### src/rtl/vga_pkg.sv
// Shared timing constants and pixel format for the 640x480@60 Hz scanout path.
package vga_pkg;

  // Default 640x480@60 Hz timing at a 25.2 MHz pixel clock.
  localparam int DEF_H_ACTIVE  = 640;
  localparam int DEF_H_FP      = 16;
  localparam int DEF_H_SYNC    = 96;
  localparam int DEF_H_BP      = 48;
  localparam int DEF_V_ACTIVE  = 480;
  localparam int DEF_V_FP      = 10;
  localparam int DEF_V_SYNC    = 2;
  localparam int DEF_V_BP      = 33;
  localparam int DEF_PIXEL_LAT = 3;

  // Derived timing: totals and sync windows (END is exclusive).
  localparam int H_TOTAL  = DEF_H_ACTIVE + DEF_H_FP + DEF_H_SYNC + DEF_H_BP;
  localparam int V_TOTAL  = DEF_V_ACTIVE + DEF_V_FP + DEF_V_SYNC + DEF_V_BP;
  localparam int HS_START = DEF_H_ACTIVE + DEF_H_FP;
  localparam int HS_END   = HS_START + DEF_H_SYNC;
  localparam int VS_START = DEF_V_ACTIVE + DEF_V_FP;
  localparam int VS_END   = VS_START + DEF_V_SYNC;

  // RGB565 word as returned by the drawer.
  typedef struct packed {
    logic [4:0] r;
    logic [5:0] g;
    logic [4:0] b;
  } rgb565_t;

  // Split a raw 16-bit RGB565 word into its colour fields.
  function automatic rgb565_t unpack_rgb565(input logic [15:0] word);
    return rgb565_t'(word);
  endfunction

endpackage

### src/rtl/vga_scanout_sync_delay.sv
// Fixed-depth shift register with a per-bit reset value; used to align
// sync/blank with the drawer's pixel return latency.
module sync_delay
  import vga_pkg::*;
#(
  parameter int               WIDTH   = 1,
  parameter int               DEPTH   = 1,
  parameter logic [WIDTH-1:0] RST_VAL = '0
) (
  input  logic             clk_i,
  input  logic             rst_i,
  input  logic [WIDTH-1:0] d_i,
  output logic [WIDTH-1:0] q_o
);

  logic [WIDTH-1:0] sr_q [DEPTH];

  // Shift one stage per clock; reset loads the idle (inactive) pattern.
  always_ff @(posedge clk_i) begin
    if (rst_i) begin
      for (int i = 0; i < DEPTH; i++) sr_q[i] <= RST_VAL;
    end else begin
      sr_q[0] <= d_i;
      for (int i = 1; i < DEPTH; i++) sr_q[i] <= sr_q[i-1];
    end
  end

  assign q_o = sr_q[DEPTH-1];

endmodule

### src/rtl/vga_scanout.sv
// VGA raster generator: drives 320x240 logical coordinates to the drawer,
// takes RGB565 back after PIXEL_LAT clocks and emits pixel-doubled colour
// with sync/blank aligned to the same pixel.
module vga_scanout
  import vga_pkg::*;
#(
  parameter int H_ACTIVE  = DEF_H_ACTIVE,
  parameter int H_FP      = DEF_H_FP,
  parameter int H_SYNC    = DEF_H_SYNC,
  parameter int H_BP      = DEF_H_BP,
  parameter int V_ACTIVE  = DEF_V_ACTIVE,
  parameter int V_FP      = DEF_V_FP,
  parameter int V_SYNC    = DEF_V_SYNC,
  parameter int V_BP      = DEF_V_BP,
  parameter int PIXEL_LAT = DEF_PIXEL_LAT
) (
  input  logic        clk,
  input  logic        rst,
  input  logic [15:0] pixel_data,
  output logic [8:0]  x,
  output logic [8:0]  y,
  output logic        clk_vsync,
  output logic [4:0]  vga_r,
  output logic [5:0]  vga_g,
  output logic [4:0]  vga_b,
  output logic        vga_hs,
  output logic        vga_vs,
  output logic        vga_blank_n
);

  // Timing derived from this instance's parameters, in counter width.
  localparam logic [9:0] H_ACT  = 10'(H_ACTIVE);
  localparam logic [9:0] V_ACT  = 10'(V_ACTIVE);
  localparam logic [9:0] H_LAST = 10'(H_ACTIVE + H_FP + H_SYNC + H_BP - 1);
  localparam logic [9:0] V_LAST = 10'(V_ACTIVE + V_FP + V_SYNC + V_BP - 1);
  localparam logic [9:0] HS_LO  = 10'(H_ACTIVE + H_FP);
  localparam logic [9:0] HS_HI  = 10'(H_ACTIVE + H_FP + H_SYNC);
  localparam logic [9:0] VS_LO  = 10'(V_ACTIVE + V_FP);
  localparam logic [9:0] VS_HI  = 10'(V_ACTIVE + V_FP + V_SYNC);
  localparam logic [8:0] X_LAST = 9'(H_ACTIVE / 2 - 1);
  localparam logic [8:0] Y_LAST = 9'(V_ACTIVE / 2 - 1);

  logic [9:0] h_cnt_q, h_cnt_d;
  logic [9:0] v_cnt_q, v_cnt_d;

  logic [8:0] x_q, x_d;
  logic [8:0] y_q, y_d;
  logic       hs_raw_q, hs_raw_d;
  logic       vs_raw_q, vs_raw_d;
  logic       blank_raw_q, blank_raw_d;

  logic [2:0] sync_dly;
  logic       hs_dly, vs_dly, blank_dly;

  rgb565_t    rgb_q, rgb_d;
  logic       hs_q, vs_q, blank_n_q;

  // Raster counters: h wraps every line, v advances on each h wrap.
  always_comb begin
    h_cnt_d = h_cnt_q + 10'd1;
    v_cnt_d = v_cnt_q;
    if (h_cnt_q == H_LAST) begin
      h_cnt_d = '0;
      v_cnt_d = (v_cnt_q == V_LAST) ? '0 : v_cnt_q + 10'd1;
    end
  end

  // Counter state register.
  always_ff @(posedge clk) begin
    if (rst) begin
      h_cnt_q <= '0;
      v_cnt_q <= '0;
    end else begin
      h_cnt_q <= h_cnt_d;
      v_cnt_q <= v_cnt_d;
    end
  end

  // Coordinate/sync decode: halve counters for pixel doubling, clamp in blanking.
  always_comb begin
    x_d         = (h_cnt_q < H_ACT) ? h_cnt_q[9:1] : X_LAST;
    y_d         = (v_cnt_q < V_ACT) ? v_cnt_q[9:1] : Y_LAST;
    hs_raw_d    = !((h_cnt_q >= HS_LO) && (h_cnt_q < HS_HI));
    vs_raw_d    = !((v_cnt_q >= VS_LO) && (v_cnt_q < VS_HI));
    blank_raw_d = !((h_cnt_q < H_ACT) && (v_cnt_q < V_ACT));
  end

  // ---- stage 1: coordinates to drawer, raw sync/blank ----
  always_ff @(posedge clk) begin
    if (rst) begin
      x_q         <= '0;
      y_q         <= '0;
      hs_raw_q    <= 1'b1;
      vs_raw_q    <= 1'b1;
      blank_raw_q <= 1'b1;
    end else begin
      x_q         <= x_d;
      y_q         <= y_d;
      hs_raw_q    <= hs_raw_d;
      vs_raw_q    <= vs_raw_d;
      blank_raw_q <= blank_raw_d;
    end
  end

  // ---- stage 2: sync/blank delayed to match the drawer's pixel return ----
  sync_delay #(
    .WIDTH  (3),
    .DEPTH  (PIXEL_LAT),
    .RST_VAL(3'b111)
  ) u_sync_delay (
    .clk_i(clk),
    .rst_i(rst),
    .d_i  ({hs_raw_q, vs_raw_q, blank_raw_q}),
    .q_o  (sync_dly)
  );

  assign {hs_dly, vs_dly, blank_dly} = sync_dly;

  // Colour gate: nothing from the drawer reaches the DAC during blanking.
  always_comb begin
    rgb_d = '0;
    if (!blank_dly) rgb_d = unpack_rgb565(pixel_data);
  end

  // ---- stage 3: VGA pins, colour and sync on the same pixel ----
  always_ff @(posedge clk) begin
    if (rst) begin
      rgb_q     <= '0;
      hs_q      <= 1'b1;
      vs_q      <= 1'b1;
      blank_n_q <= 1'b0;
    end else begin
      rgb_q     <= rgb_d;
      hs_q      <= hs_dly;
      vs_q      <= vs_dly;
      blank_n_q <= !blank_dly;
    end
  end

  assign x           = x_q;
  assign y           = y_q;
  assign clk_vsync   = !vs_raw_q;
  assign vga_r       = rgb_q.r;
  assign vga_g       = rgb_q.g;
  assign vga_b       = rgb_q.b;
  assign vga_hs      = hs_q;
  assign vga_vs      = vs_q;
  assign vga_blank_n = blank_n_q;

endmodule

### config.mk
export PLATFORM = sky130hd
export DESIGN_NAME = vga_scanout
export DESIGN_NICKNAME = d
export VERILOG_FILES = /design/src/rtl/vga_pkg.sv /design/src/rtl/vga_scanout_sync_delay.sv /design/src/rtl/vga_scanout.sv
export SDC_FILE = /design/constraint.sdc
export NUM_CORES = 1
export LEC_CHECK = 0
export CELL_PAD_IN_SITES_DETAIL_PLACEMENT = 0
export CELL_PAD_IN_SITES_GLOBAL_PLACEMENT = 1
export CORE_MARGIN = 8
export CORE_UTILIZATION = 35
export DETAILED_ROUTE_END_ITERATION = 10
export PLACE_DENSITY_LB_ADDON = 0.3
export SLEW_MARGIN = 20
export SYNTH_ARGS = -nofsm -noshare
export SYNTH_HDL_FRONTEND = slang
export SYNTH_SLANG_ARGS = --single-unit
### constraint.sdc
create_clock -name clk -period 2.57 [get_ports clk]
set_input_delay 0.514 -clock clk [delete_from_list [all_inputs] [get_ports clk]]
set_output_delay 0.514 -clock clk [all_outputs]
set_load 0.01 [all_outputs]
; After elaboration in Yosys (flattened, before gate mapping)
; Memories as Yosys holds them, arrays and structs flattened.
; Index checks and enable logic that the tools add are counted.
[classes]
bitwise = 5
mux = 9
add_sub_neg = 2
magnitude_cmp = 6
reduce_logical = 12
n_eq_ne = 2
[ops]
columns = operator, count
row1 = 10-bit by 1-bit adder with 10-bit output (second input constant), 2
row2 = 10-bit == test (second input constant), 2
row3 = 10-bit less-than comparator (second input constant), 2
row4 = 10-bit by 9-bit less-than comparator with 1-bit output (second input constant), 2
row5 = 10-bit greater-or-equal comparator (second input constant), 1
row6 = 10-bit by 9-bit greater-or-equal comparator with 1-bit output (second input constant), 1
row7 = 10-bit two-way mux, 1
row8 = 3-bit two-way mux, 3
row9 = 9-bit two-way mux, 1
row10 = 8-bit two-way mux, 1
row11 = 2-bit OR reduction, 4
row12 = 1-bit zero test, 5
row13 = 1-bit logical AND, 3
row14 = 1-bit two-way mux, 3
row15 = 1-bit bitwise OR, 3
row16 = 1-bit NOT, 2
[word_totals]
in_bits = 18
mem_count = 1
regBits = 60
wordCells = 52
ramBits = 9
[mem_list]
columns = memory, words, word_bits, rd, rd_clocked_by_memory_dff, wr, line
row1 = u_sync_delay.sr_q, 3, 3, 3, 0, 3, vga_scanout_sync_delay.sv:16  ; logic [WIDTH-1:0] sr_q [DEPTH];

; Longest topological paths before layout
; Gate-level depths: netlist of the first run.
[logic_depth]
word_depth = 3
mapped_depth = 6
ltp_nobuf = 6

; Cells and area by module
; A second synthesis of the first run with hierarchy kept.
[hier_totals]
cells_unflattened = 238
hier_area_um2 = 2474.9
[by_module_without_submodules]
columns = module, cells_each, area_each_um2, seq_area_each_um2, instances
row1 = vga_scanout, 217, 2215.9, 1201.2, 1
row2 = sync_delay, 21, 259.0, 180.2, 1

; Least setup slack after synthesis of the first run
; Ideal clock, no wire load.
[synth_path]
kind = reg-to-reg
startpoint = reg h_cnt_q[0]
endpoint = reg v_cnt_q[5]
synth_period_minus_slack_ps = 1949
t_required_ps = 2500
path_stages_with_launch = 7
path_slack_ps = 621
path_buffers = 1
setup_ps = 70
t_arrival_ps = 1879
path_cell_list = dfxtp_1 ha_1 nand4_2 or3_1 buf_6 or4_1 a21oi_1
[synth_via]
elab_chain_len = 1
[synth_rtl]
columns = item, line
row1 = start: declaration, vga_scanout.sv:43  ; logic [9:0] h_cnt_q, h_cnt_d;
row2 = start signal: assignment, vga_scanout.sv:74  ; h_cnt_q <= h_cnt_d;
row3 = 10-bit == test, vga_scanout.sv:62  ; if (h_cnt_q == H_LAST) begin
row4 = end signal: assignment, vga_scanout.sv:75  ; v_cnt_q <= v_cnt_d;
row5 = end: declaration, vga_scanout.sv:44  ; logic [9:0] v_cnt_q, v_cnt_d;
; No other way between the ends.
; A chain may end at the register's enable or synchronous reset.

; Final worst setup path of the first run
[layout_path]
startpoint = reg h_cnt_q[1]
endpoint = reg v_cnt_q[6]
; Same word-level chain as after synthesis.

==> impl_metrics.xml, run 1 <==
<?xml version="1.0" encoding="UTF-8"?>
<metrics>
  <group name="floorplanning">
    <metric name="fp.coreArea" unit="um^2">6681</metric>
    <metric name="die_area" unit="um^2">9651</metric>
    <metric name="overall_die_height" unit="um">98.24</metric>
    <metric name="die_width" unit="um">98.24</metric>
    <metric name="starting_density" unit="">0.3543</metric>
    <metric name="i_o_pin_count" unit="">56</metric>
    <metric name="placement_rows" unit="">30</metric>
  </group>
  <group name="grt">
    <metric name="globalRouteOverflowTotal" unit="">0</metric>
    <metric name="grt_most_used_layer" unit="">met2</metric>
    <metric name="grt_pass1_wl" unit="um">7997</metric>
    <metric name="initial_antenna_violation_count" unit="">0</metric>
    <metric name="grt_max_degree" unit="">18</metric>
    <metric name="grt_use_met1" unit="">0.1361</metric>
    <metric name="grtUsageTotal" unit="">0.1044</metric>
    <metric name="gr-usage-met3" unit="">0.03770</metric>
    <metric name="met2_usage" unit="">0.1391</metric>
    <metric name="grt_pass1_vias" unit="">1641</metric>
  </group>
  <group name="setup_path">
    <metric name="timing.critical_path.from" unit="">h_cnt_q[1]</metric>
    <metric name="critical_path.max_fanout" unit="">10</metric>
    <metric name="timing.critical_path.arrival" unit="ns">2.42</metric>
    <metric name="crit_buf_inv" unit="">0</metric>
    <metric name="setup.worst_path.start_class" unit="">flip-flop</metric>
    <metric name="critical_path.max_stage_delay" unit="ns">0.57</metric>
    <metric name="timing.critical_path.max_delay_family" unit="">simple AND/OR/NAND/NOR gates</metric>
    <metric name="endpoint_kind" unit="">flip-flop</metric>
    <metric name="critPathSlowestCell" unit="">sky130_fd_sc_hd__or3_1</metric>
    <metric name="timing.critical_path.cells" unit="">ha_1 -&gt; nand4_2 -&gt; or3_1 -&gt; or4_1 -&gt; a21oi_1</metric>
    <metric name="timing.critical_path.required" unit="ns">2.84</metric>
    <metric name="r2r-start" unit="">h_cnt_q[1]</metric>
    <metric name="crit_type" unit="">flip-flop to flip-flop</metric>
  </group>
  <group name="synthesis">
    <metric name="synth_top_area_frac" unit="">0.5835</metric>
    <metric name="synth.area.mux_share" unit="">0</metric>
    <metric name="synthFlopType" unit="">sky130_fd_sc_hd__dfxtp_1</metric>
    <metric name="synth_top_cells_by_area" unit="">sky130_fd_sc_hd__dfxtp_1, sky130_fd_sc_hd__nor2_1, sky130_fd_sc_hd__and2_1</metric>
    <metric name="main_combinational_cell_family_by_area_after_synthesis" unit="">simple AND/OR/NAND/NOR gates</metric>
    <metric name="synth_cells" unit="">237</metric>
    <metric name="ys_types" unit="">38</metric>
    <metric name="synth_seq_cells" unit="">69</metric>
    <metric name="synth-edff-count" unit="">0</metric>
    <metric name="asyncSetResetFlopFracSynth" unit="">0</metric>
    <metric name="synth_compound_gate_area_share" unit="">0.05180</metric>
    <metric name="share_of_synthesized_cell_area_in_and_or_nand_and_nor_gates" unit="">0.2674</metric>
    <metric name="yosys_warning_total" unit="">0</metric>
    <metric name="synth_fp_nets" unit="">260</metric>
    <metric name="synthXorXnorAreaFrac" unit="">0.03700</metric>
    <metric name="avgSynthCellArea" unit="um^2">9.988</metric>
    <metric name="syn-cell-area" unit="um^2">2367</metric>
    <metric name="most_area_hungry_cell_type_in_the_yosys_netlist" unit="">sky130_fd_sc_hd__dfxtp_1</metric>
    <metric name="yosys.cell_count.top_type" unit="">sky130_fd_sc_hd__dfxtp_1</metric>
    <metric name="synth.cells.most_frequent" unit="">sky130_fd_sc_hd__dfxtp_1, sky130_fd_sc_hd__nor2_1, sky130_fd_sc_hd__and2_1</metric>
    <metric name="register_area_share_after_synthesis" unit="">0.5835</metric>
    <metric name="yosys.area_share.adder" unit="">0.02643</metric>
  </group>
  <group name="clocking">
    <metric name="cts.path.max_buffers" unit="">2</metric>
    <metric name="cts_tree" unit="">yes</metric>
    <metric name="ctsHoldBuffers" unit="">0</metric>
    <metric name="postCtsSetupRepairBufs" unit="">0</metric>
    <metric name="clk_pin_slew" unit="ns">0.07</metric>
    <metric name="post_cts.resized_instances" unit="">0</metric>
    <metric name="clockRootBuffer" unit="">sky130_fd_sc_hd__clkbuf_8</metric>
    <metric name="worstSkewPairLatency" unit="ns">0.33</metric>
    <metric name="cts_made_buffers" unit="">9</metric>
    <metric name="cts_max_level" unit="">3</metric>
    <metric name="cts.sink_count" unit="">69</metric>
  </group>
  <group name="timing">
    <metric name="drv_slew" unit="">0</metric>
    <metric name="final_period_minus_worst_setup_slack" unit="ns">2.154</metric>
    <metric name="worst_slew_margin_rel" unit="">0.4969</metric>
    <metric name="final-hold-violation-count" unit="">0</metric>
    <metric name="clock_skew" unit="ns">0.004580</metric>
    <metric name="clock.fmax" unit="GHz">0.4643</metric>
    <metric name="worst_hold_margin" unit="ns">0.4098</metric>
    <metric name="setup_tns" unit="ns">0</metric>
    <metric name="rsz0062_at_grt" unit="">no</metric>
    <metric name="final-setup-viol-count" unit="">0</metric>
    <metric name="final_worst_path_cycle_share" unit="">0.8381</metric>
    <metric name="worst-slew-pin-transition" unit="ns">0.7518</metric>
    <metric name="final_critical_path_setup_slack" unit="ns">0.4160</metric>
  </group>
  <group name="finish">
    <metric name="drive_above_1_share" unit="">0.1122</metric>
    <metric name="fillerInstances" unit="">642</metric>
    <metric name="diodes" unit="">0</metric>
    <metric name="finish.cell_count_without_fillers" unit="">383</metric>
    <metric name="final-seq-area" unit="um^2">1381</metric>
    <metric name="area_delta_synth_final" unit="%">35.41</metric>
    <metric name="fin_nets" unit="">321</metric>
    <metric name="area_used_by_multi_input_combinational_logic" unit="um^2">909.6</metric>
  </group>
  <group name="pwr">
    <metric name="power_leakage" unit="nW">1.183</metric>
    <metric name="total_power_after_layout" unit="mW">2.070</metric>
    <metric name="power_density_cells" unit="nW/um^2">645.9</metric>
    <metric name="vdd_drop_max" unit="uV">267.0</metric>
  </group>
  <group name="placed_design">
    <metric name="dp_worst_setup_slack" unit="ns">0.4105</metric>
    <metric name="post-dp-hpwl" unit="um">3438</metric>
    <metric name="globalplace.congestion" unit="">0.7587</metric>
    <metric name="io_buffers" unit="">55</metric>
    <metric name="placedCellCount" unit="">367</metric>
  </group>
  <group name="drt">
    <metric name="totalWireLength" unit="um">4828</metric>
    <metric name="wl_per_cell" unit="um">12.61</metric>
    <metric name="route.vias.total" unit="">1776</metric>
    <metric name="viasPerCell" unit="">4.637</metric>
    <metric name="drt_first_iter_violations" unit="">90</metric>
    <metric name="route.antenna.remaining_nets" unit="">0</metric>
    <metric name="detail_route.drc_violations" unit="">0</metric>
    <metric name="dr.pass1.iters" unit="">4</metric>
  </group>
  <group name="outcome">
    <metric name="run_status" unit="">complete, no violations</metric>
  </group>
  <group name="hold_path">
    <metric name="hold_path_class" unit="">flip-flop to flip-flop</metric>
    <metric name="hold_start" unit="">u_sync_delay.sr_q[0][0]</metric>
  </group>
  <group name="run">
    <metric name="maxCapViolCount" unit="">0</metric>
  </group>
</metrics>
-- routing by layer --
layer,up-vias,share of wire
met3,8,0.067
met1,800,0.52
li1,908,-
met4,0,0.018
met5,-,0
met2,60,0.40
-- power breakdown --
group | total (mW) | switching [mW] | internal (mW)
Combinational | 0.0691 | 0.0272 | 0.0419
Sequential | 1.09 | 0.00683 | 1.08
Clock | 0.914 | 0.387 | 0.527
-- placed cells by master, fill, tap and decap left out, drive strengths merged, types with 8 or more instances in the layout --
| cell type | netlist | final |
|---|---|---|
| nor2 | 41 | 41 |
| dfxtp | 69 | 69 |
| nand3 | 8 | 8 |
| inv | 8 | 8 |
| or2 | 12 | 12 |
| a21oi | 8 | 8 |
| or4 | 8 | 8 |
| nand2 | 9 | 9 |
| clkdlybuf4s50 | 0 | 55 |
| and2 | 16 | 16 |
| clkbuf | 5 | 13 |
-- area by class of cell --
class,instances,share of cell area
Clock buffer,13,0.05269
Inverter,8,0.009368
Timing Repair Buffer,58,0.1788
Multi-Input combinational cell,152,0.2838
Clock inverter,3,0.01327
Tap cell,80,0.03123
Sequential cell,69,0.4309
-- flip-flops by register name, summed over array words and instances (netlist names) --
register and cells:
vga_blank_n 1, vs_raw_q 1, hs_raw_q 1, vga_r 5
v_cnt_q 10, vga_b 5, vga_g 6, vga_hs 1
vga_vs 1, h_cnt_q 10, u_sync_delay.sr_q 9, blank_raw_q 1
y 9, x 9
-- worst register-to-register path, delay by kind of cell, from the launching register on --
kind                     cells  cell delay (ns)
AND/OR/NAND/NOR              3             1.31
AO/OA/AOI/OAI                1             0.15
flip-flops                   1             0.39
adder cells (fa/ha/maj)      1             0.24
-- cells by family (layout without fill, tap and decap cells) --
| group | Yosys count | in the layout |
|---|---|---|
| AND/OR/NAND/NOR | 117 | 117 |
| other | 1 | 1 |
| adder cells (fa/ha/maj) | 5 | 5 |
| flip-flops | 69 | 69 |
| buffers and inverters | 16 | 82 |
| AO/OA/AOI/OAI | 19 | 19 |
| XOR/XNOR | 10 | 10 |
-- worst paths after layout --
kind                             endpoint  slack, ns  depth (start not counted)
setup / recovery               v_cnt_q[6]       0.42                          5
hold / removal    u_sync_delay.sr_q[0][3]       0.41                          1
setup reg to reg               v_cnt_q[6]       0.42                          5
hold reg to reg   u_sync_delay.sr_q[0][3]       0.41                          1
-- per-stage QoR --
stage | util | area (um^2)
after floorplan | - | 2367
after global placement | 0.4481 | 2994
after detailed placement | 0.4481 | 2994
after CTS | 0.4798 | 3206
after global routing | 0.4798 | 3206
final | 0.4798 | 3206
Power figures use the tool's default switching activity.
==> run 2, diff against run 1 <==
CORE_UTILIZATION = 33   (was 35)
clock period = 1.8 ns   (was 2.57 ns; I/O delays follow)
==> impl_metrics.xml, run 2 (synthesis results as in run 1) <==
<?xml version="1.0" encoding="UTF-8"?>
<metrics>
  <group name="outcome">
    <metric name="run_status" unit="">finished, violations left</metric>
    <metric name="failing_checks" unit="">setup timing</metric>
  </group>
  <group name="finish">
    <metric name="fillerInstances" unit="">694</metric>
    <metric name="diodes" unit="">0</metric>
    <metric name="drive_above_1_share" unit="">0.2212</metric>
    <metric name="fin_nets" unit="">349</metric>
    <metric name="layout_top_registers" unit="">h_cnt_q x10, v_cnt_q x10</metric>
    <metric name="mostFrequentLayoutCells" unit="">sky130_fd_sc_hd__dfxtp_1, sky130_fd_sc_hd__clkdlybuf4s50_1, sky130_fd_sc_hd__nor2_1</metric>
    <metric name="area_delta_synth_final" unit="%">46.72</metric>
    <metric name="final_common_cell" unit="">sky130_fd_sc_hd__dfxtp_1</metric>
  </group>
  <group name="timing">
    <metric name="final_worst_path_cycle_share" unit="">1.013</metric>
    <metric name="worst_slew_margin_rel" unit="">0.5311</metric>
    <metric name="clock.fmax" unit="GHz">0.5486</metric>
    <metric name="final_critical_path_setup_slack" unit="ns">-0.02298</metric>
    <metric name="setup_tns" unit="ns">-0.1186</metric>
    <metric name="clock_skew" unit="ns">0.005890</metric>
    <metric name="rsz0062_at_grt" unit="">yes</metric>
    <metric name="final_period_minus_worst_setup_slack" unit="ns">1.823</metric>
    <metric name="worst-slew-pin-transition" unit="ns">0.7007</metric>
    <metric name="drv_slew" unit="">0</metric>
    <metric name="final-hold-violation-count" unit="">0</metric>
    <metric name="final-setup-viol-count" unit="">7</metric>
  </group>
  <group name="drt">
    <metric name="route.vias.total" unit="">1876</metric>
    <metric name="dr.pass1.iters" unit="">4</metric>
    <metric name="totalWireLength" unit="um">5141</metric>
    <metric name="wl_per_cell" unit="um">11.98</metric>
    <metric name="detail_route.drc_violations" unit="">0</metric>
    <metric name="route.antenna.remaining_nets" unit="">0</metric>
    <metric name="viasPerCell" unit="">4.373</metric>
    <metric name="drt_first_iter_violations" unit="">72</metric>
  </group>
  <group name="hold_path">
    <metric name="hold_path_class" unit="">flip-flop to flip-flop</metric>
  </group>
  <group name="floorplanning">
    <metric name="placement_rows" unit="">31</metric>
    <metric name="fp.coreArea" unit="um^2">7098</metric>
    <metric name="overall_die_height" unit="um">100.7</metric>
    <metric name="die_width" unit="um">100.7</metric>
    <metric name="die_area" unit="um^2">10140</metric>
    <metric name="i_o_pin_count" unit="">56</metric>
    <metric name="starting_density" unit="">0.3335</metric>
  </group>
  <group name="setup_path">
    <metric name="endpoint_kind" unit="">flip-flop</metric>
    <metric name="critical_path.max_fanout" unit="">7</metric>
    <metric name="timing.critical_path.arrival" unit="ns">2.04</metric>
    <metric name="setup.worst_path.start_class" unit="">flip-flop</metric>
    <metric name="crit_type" unit="">flip-flop to flip-flop</metric>
    <metric name="timing.critical_path.required" unit="ns">2.02</metric>
  </group>
  <group name="clocking">
    <metric name="clockRootBuffer" unit="">sky130_fd_sc_hd__clkbuf_8</metric>
    <metric name="clk_pin_slew" unit="ns">0.07</metric>
    <metric name="cts_made_buffers" unit="">9</metric>
    <metric name="cts.path.max_buffers" unit="">2</metric>
    <metric name="cts_tree" unit="">yes</metric>
    <metric name="worstSkewPairLatency" unit="ns">0.33</metric>
    <metric name="ctsHoldBuffers" unit="">0</metric>
    <metric name="cts.sink_count" unit="">69</metric>
    <metric name="cts_max_level" unit="">3</metric>
  </group>
  <group name="placed_design">
    <metric name="dp_worst_setup_slack" unit="ns">-0.06363</metric>
    <metric name="io_buffers" unit="">55</metric>
    <metric name="globalplace.congestion" unit="">0.7917</metric>
    <metric name="post-dp-hpwl" unit="um">3816</metric>
  </group>
  <group name="grt">
    <metric name="initial_antenna_violation_count" unit="">0</metric>
    <metric name="globalRouteOverflowTotal" unit="">0</metric>
    <metric name="grt_max_degree" unit="">21</metric>
    <metric name="grt_pass1_wl" unit="um">8314</metric>
    <metric name="grtUsageTotal" unit="">0.1049</metric>
    <metric name="grt_pass1_vias" unit="">1749</metric>
  </group>
  <group name="pwr">
    <metric name="power_density_cells" unit="nW/um^2">824.0</metric>
    <metric name="power_leakage" unit="nW">1.313</metric>
    <metric name="vdd_drop_max" unit="uV">339.4</metric>
  </group>
  <group name="run">
    <metric name="maxCapViolCount" unit="">0</metric>
  </group>
</metrics>
-- run 2: cell count changes in the layout (fill, tap and decap cells not counted), sizes merged --
cell,before,now
clkinvlp,1,4
buf,3,31
clkbuf,13,9
-- run 2: layout make-up --
cell class,instances,area [um^2],area share
sequential,69,1389,0.3999
multi-input combinational,152,954.7,0.2749
timing repair buffer,86,787.0,0.2266
clock buffer,9,123.9,0.03566
tap,99,123.9,0.03566
clock inverter,6,65.06,0.01873
inverter,8,30.03,0.008646
-- run 2: metal layers --
layer | GRT usage | routed length [um] | vias up
met5 | 0 | 0 | -
met4 | 0.06512 | 60 | 0
met3 | 0.03453 | 437 | 4
met2 | 0.1574 | 2216 | 61
met1 | 0.1264 | 2427 | 853
li1 | - | - | 958
-- run 2: worst paths after layout --
path	start	to	slack (ns)	cells past startpoint
min	u_sync_delay.sr_q[0][8]	vga_hs	0.41	1
min reg2reg	u_sync_delay.sr_q[0][8]	vga_hs	0.41	1
max	v_cnt_q[5]	v_cnt_q[5]	-0.02	4
max reg2reg	v_cnt_q[5]	v_cnt_q[5]	-0.02	4
-- run 2: report_power, final --
| group | leakage, nW | total, mW | switching (mW) | internal [mW] |
|---|---|---|---|---|
| logic | 0.668 | 0.119 | 0.0456 | 0.0730 |
| registers | 0.561 | 1.55 | 0.00751 | 1.54 |
| clock network | 0.0833 | 1.19 | 0.564 | 0.628 |
-- run 2: worst max-delay path, stage by stage (launching register included) --
cell and delay, ns:
sky130_fd_sc_hd__dfxtp_2 0.32, sky130_fd_sc_hd__or4_4 0.54, sky130_fd_sc_hd__or4_4 0.53, sky130_fd_sc_hd__o21bai_4 0.25, sky130_fd_sc_hd__a21oi_1 0.07
-- run 2: what timing repair did --
item / in CTS / in global routing
buffers inserted: 2 / 1
cloned: 0 / 0
setup endpoints to repair: 8 / 17
pin swaps: 3 / 0
resized for setup: 5 / 3
-- run 2: through the flow --
step	std cells	utilization	instance area, um^2	total power, mW	hold WS [ns]
floorplan	237	-	2400	1.630	0.3895
global placement	411	0.4562	3238	1.702	0.3926
global route	429	0.4893	3473	2.989	0.4209
detailed placement	411	0.4562	3238	1.704	0.3938
finish	429	0.4893	3473	2.862	0.4091
CTS	428	0.4874	3460	2.909	0.4109
